`src/rtl/cpu_pkg.sv`:
```
// Shared definitions for the 8-bit pipelined processor: opcode nibbles,
// instruction-length decode and the fetch FSM encoding.
package cpu_pkg;

    localparam logic [3:0] OP_LDM = 4'hC;
    localparam logic [3:0] OP_LDD = 4'hD;
    localparam logic [3:0] OP_STD = 4'hE;

    typedef enum logic [1:0] {
        VEC    = 2'd0,
        FETCH  = 2'd1,
        FETCH2 = 2'd2
    } fetch_state_t;

    // Only the memory-addressing opcodes carry a second (immediate/address) byte.
    function automatic logic is_two_byte(input logic [3:0] nib);
        return (nib == OP_LDM) || (nib == OP_LDD) || (nib == OP_STD);
    endfunction

endpackage

```
`src/rtl/instr_fetch.sv`:
```
// Instruction fetch stage: loads the PC from the reset vector, assembles
// 1/2-byte instructions from same-cycle memory and registers the IF/ID bundle.
module instr_fetch
    import cpu_pkg::*;
#(
    parameter int                    ADDR_WIDTH     = 8,
    parameter int                    DATA_WIDTH     = 8,
    parameter logic [ADDR_WIDTH-1:0] RESET_VEC_ADDR = '0
) (
    input  logic                  clk,
    input  logic                  rst,
    input  logic                  stall,
    input  logic                  redirect,
    input  logic [ADDR_WIDTH-1:0] redirect_pc,
    output logic [ADDR_WIDTH-1:0] i_addr,
    input  logic [DATA_WIDTH-1:0] i_data,
    output logic                  ifid_valid,
    output logic [DATA_WIDTH-1:0] ifid_instr,
    output logic [DATA_WIDTH-1:0] ifid_imm,
    output logic [ADDR_WIDTH-1:0] ifid_pc_next
);

    fetch_state_t          state;
    logic [ADDR_WIDTH-1:0] pc;
    logic [DATA_WIDTH-1:0] op_hold;
    logic [ADDR_WIDTH-1:0] pc_inc;
    logic                  op_two_byte;

    assign pc_inc      = pc + 1'b1;
    assign op_two_byte = is_two_byte(i_data[DATA_WIDTH-1 -: 4]);

    always_comb begin
        i_addr = RESET_VEC_ADDR;
        case (state)
            FETCH, FETCH2: i_addr = pc;
            default:       i_addr = RESET_VEC_ADDR;
        endcase
    end

    always_ff @(posedge clk or posedge rst) begin
        if (rst) begin
            state        <= VEC;
            pc           <= '0;
            op_hold      <= '0;
            ifid_valid   <= 1'b0;
            ifid_instr   <= '0;
            ifid_imm     <= '0;
            ifid_pc_next <= '0;
        end else begin
            case (state)
                VEC: begin
                    // Vector fetch ignores stall/redirect: the PC is not yet meaningful.
                    pc         <= ADDR_WIDTH'(i_data);
                    ifid_valid <= 1'b0;
                    state      <= FETCH;
                end
                FETCH: begin
                    if (redirect) begin
                        pc         <= redirect_pc;
                        ifid_valid <= 1'b0;
                    end else if (!stall) begin
                        if (op_two_byte) begin
                            op_hold    <= i_data;
                            pc         <= pc_inc;
                            ifid_valid <= 1'b0;
                            state      <= FETCH2;
                        end else begin
                            ifid_instr   <= i_data;
                            ifid_imm     <= '0;
                            ifid_pc_next <= pc_inc;
                            ifid_valid   <= 1'b1;
                            pc           <= pc_inc;
                        end
                    end
                end
                FETCH2: begin
                    if (redirect) begin
                        op_hold    <= '0;
                        pc         <= redirect_pc;
                        ifid_valid <= 1'b0;
                        state      <= FETCH;
                    end else if (!stall) begin
                        ifid_instr   <= op_hold;
                        ifid_imm     <= i_data;
                        ifid_pc_next <= pc_inc;
                        ifid_valid   <= 1'b1;
                        pc           <= pc_inc;
                        state        <= FETCH;
                    end
                end
                default: begin
                    state        <= VEC;
                    pc           <= '0;
                    op_hold      <= '0;
                    ifid_valid   <= 1'b0;
                    ifid_instr   <= '0;
                    ifid_imm     <= '0;
                    ifid_pc_next <= '0;
                end
            endcase
        end
    end

endmodule

```
`config.mk`:
```
export PLATFORM = sky130hd
export DESIGN_NAME = instr_fetch
export DESIGN_NICKNAME = d
export VERILOG_FILES = /design/src/rtl/cpu_pkg.sv /design/src/rtl/instr_fetch.sv
export SDC_FILE = /design/constraint.sdc
export NUM_CORES = 1
export LEC_CHECK = 0
export CELL_PAD_IN_SITES_DETAIL_PLACEMENT = 0
export CELL_PAD_IN_SITES_GLOBAL_PLACEMENT = 1
export CORE_MARGIN = 2
export CORE_UTILIZATION = 39
export CTS_BUF_LIST = sky130_fd_sc_hd__clkbuf_4 sky130_fd_sc_hd__clkbuf_8
export CTS_CLUSTER_DIAMETER = 120
export DETAILED_ROUTE_END_ITERATION = 16
export GPL_TIMING_DRIVEN = 0
export PLACE_DENSITY_LB_ADDON = 0.1
export SETUP_SLACK_MARGIN = 0.1
export SYNTH_ARGS = -nofsm -noshare
export SYNTH_HDL_FRONTEND = slang
export SYNTH_SLANG_ARGS = --single-unit
```
`constraint.sdc`:
```
create_clock -name clk -period 2.2 [get_ports clk]
set_input_delay 0.44 -clock clk [delete_from_list [all_inputs] [get_ports clk]]
set_output_delay 0.44 -clock clk [all_outputs]
set_load 0.01 [all_outputs]
```
==> flow_metrics.tcl <==
set metrics [dict create \
    status "completed" \
    syn_avg_cell_area_sq_um 9.73 \
    cts.path.max_buffers 2 \
    insertion_delay_ns 0.30 \
    cts_num_sinks 43 \
    critPathRequiredTime_ns 1.76 \
    drtIter0Drc 84 \
    initial_core_util_pct 40.7 \
    cts_made_buffers 5 \
    end_kind "output pin" \
    yosys.area.top_type "dfrtp_1" \
    worst_pin_slew_ns 0.575 \
    drcViolationCount 0 \
    synth_warnings 0 \
    p_per_area_nw_per_um2 1450 \
    gr-usage-all-layers_pct 20.5 \
    detail-route-antenna-nets 0 \
    port_buffers 51 \
    maxSlewViolCount 0 \
    finalNonFillerCells 369 \
    grt_max_degree 31 \
    async_flop_share_pct 100 \
    path_cells "inv_2, ha_4, buf_6, clkbuf_8, and2_1, buf_2" \
    relSlewSlack_pct 61.7 \
    wl_um 6070 \
    via_count 1967 \
    synthTopCellsByCount "43 x dfrtp_1, 41 x nand2_1, 18 x o21ai_0, 11 x and2_1, 9 x clkbuf_1" \
    hold_viol_final 0 \
    place_inst 357 \
    worst-setup-path-type "register to output pin" \
    synthesis.nets 259 \
    gp_congestion 0.845 \
    ys_types 38 \
    p_leak_uw 0.00133 \
    ctsHtreeMaxLevel 2 \
    cts-root-buf "clkbuf_8" \
    grt_pass1_wl_um 9960 \
    slowest_stage "dfrtp_1" \
    syn_inst 233 \
    core_sq_um 5570 \
    syn_to_final_growth_pct 34.1 \
    synth_area_leaders "dfrtp_1 47%, nand2_1 6.8%, o21ai_0 4.0%" \
    synth_edf_count 0 \
    antenna_found_initial 0 \
    fin_worst_skew_ns 0.00868 \
    ioPinCount 53 \
    max_stage_delay_ns 0.40 \
    routedWlPerCell_um 16.5 \
    drt_first_pass_iters 4 \
    vdd_ir_drop_max_v 0.000661 \
    hold_path.class "primary input to asynchronous set/reset pin" \
    cap_violations 0 \
    setup_viol 0 \
    dp_hpwl_um 4320 \
    drive_above_1_share_pct 14.5 \
    fmax_mhz 497 \
    fin_crit_ns 2.01 \
    grt_overflow 0 \
    die_w_um 80.2 \
    dominantRegCellSynth "dfrtp_1" \
    grt_setup_unrepaired "false" \
    cts.reportedPaths.clkPinSlew_ns 0.08 \
    ys_ff_latch 43 \
    n_antenna_cell 0 \
    synth_top_area_share_pct 47.5 \
    finalCritPeriodShare_pct 91.5 \
    cts_hold_buf 0 \
    rows 27 \
    cp.arrival_ns 1.57 \
    die-height_um 80.2 \
    cp-start-kind "register" \
    fp.dieArea_sq_um 6440 \
    finalPower_uw 4420 \
    cts_tree "yes" \
    viasPerCell 5.33 \
    layout.nets 323 \
    path_max_fanout 10 \
    syn_area_sq_um 2270 \
    grt_pass1_vias 1989 \
    yosysSeqAreaShare_pct 47.5 \
    yosysMostFrequentCell "dfrtp_1" \
]
## kinds of logic after synthesis
| family | share of synthesized area [%] |
|---|---|
| compound gates | 22.0 |
| mux | 1.82 |
| simple gates | 18.2 |
| flops | 47.5 |
| buf+inv | 4.91 |
| fa+ha+maj | 3.31 |
| xor+xnor | 2.32 |
## through the flow
step | util, % | worst slack, ns | hold WS, ns | setup TNS [ns] | cell area (sq um)
after floorplan | - | 0.356 | 0.460 | 0 | 2270
after global placement | 51.4 | -0.220 | 0.463 | -10.46 | 2870
after detailed placement | 51.8 | -0.244 | 0.473 | -2.83 | 2890
after CTS | 54.7 | 0.101 | 0.419 | 0 | 3050
after global routing | 54.5 | 0.0997 | 0.454 | 0 | 3040
final | 54.5 | 0.188 | 0.416 | 0 | 3040
## worst max-delay path: cells and delay by family (launching register included)
family	cells	cell delay [ns]
AND/OR/NAND/NOR	1	0.16
flip-flops	1	0.40
buffers and inverters	4	0.51
adder cells (fa/ha/maj)	1	0.20
## metal layers
layer | up-vias | part of all wire [%] | track usage (%)
met2 | 66 | 45 | 32.8
met1 | 937 | 48 | 28.3
met4 | 0 | 1.3 | 7.12
met5 | - | 0 | 0
li1 | 957 | - | -
met3 | 7 | 5.6 | 3.03
## report_power, final
| part | switching, uW | internal, uW | leakage, uW | total [uW] |
|---|---|---|---|---|
| clock network | 263 | 345 | 0.0000547 | 608 |
| logic | 1330 | 1180 | 0.000698 | 2520 |
| registers | 212 | 1080 | 0.000576 | 1290 |
## area by class of cell
type,count,area (sq um)
fillers,538,2530
plain buffers,17,124
clock buffers,6,76.3
well taps,72,90.1
inverters,5,18.8
flip-flops and latches,43,1080
clock inverters,1,30.0
multi-input cells,168,1100
repair buffers,57,526
## final timing paths
| kind | slack, ns | start | endpoint | cells after the start |
|---|---|---|---|---|
| worst max-delay path | 0.19 | state[0]$_DFFE_PP0P_ | i_addr[4] | 6 |
| worst min-delay path | 0.42 | rst | ifid_instr[7]$_DFFE_PP0P_ | 2 |
| worst max register to register | 0.20 | state[0]$_DFFE_PP0P_ | ifid_pc_next[6]$_DFFE_PP0P_ | 9 |
| worst min register to register | 0.48 | ifid_imm[1]$_DFFE_PP0P_ | ifid_imm[1]$_DFFE_PP0P_ | 2 |
| max in group asynchronous | 1.32 | rst | ifid_pc_next[3]$_DFFE_PP0P_ | 3 |
| min in group clk | 0.48 | ifid_imm[1]$_DFFE_PP0P_ | ifid_imm[1]$_DFFE_PP0P_ | 2 |
## state kept, by name, indices dropped and copies added, names as in the netlist
| signal | cells |
|---|---|
| state | 2 |
| ifid_pc_next | 8 |
| pc | 8 |
| ifid_imm | 8 |
| op_hold | 8 |
| ifid_instr | 8 |
| ifid_valid | 1 |
## layout by cell type (no fill, tap or decap), types with 2 or more instances in the layout
cell	netlist	routed
nor2_1	5	5
a21oi_1	6	6
dfrtp_1	43	43
xor2_1	2	2
nand3b_1	2	2
o211ai_1	3	3
inv_1	5	2
and3_1	6	6
clkbuf_1	9	8
ha_1	6	4
buf_6	3	6
mux2i_1	3	3
buf_4	0	5
and2_1	11	11
o21ai_0	18	16
nand2_1	41	41
a22oi_1	8	8
inv_2	0	3
clkbuf_2	0	3
o31ai_2	4	5
nand3_1	8	8
a32o_1	4	4
a311o_1	3	3
clkdlybuf4s50_1	0	43
o21ai_1	3	5
and4b_1	3	3
o31ai_1	8	7
xnor2_1	4	4
a22o_1	5	5
clkbuf_8	0	6
o22a_1	3	3
buf_2	5	7
nor2b_1	2	2
## repair_timing
action,CTS,global route
gates cloned,0,1
gates resized for setup,31,18
pin swaps,0,1
setup endpoints to repair,8,30
setup buffers,4,0
Power figures use the tool's default switching activity.
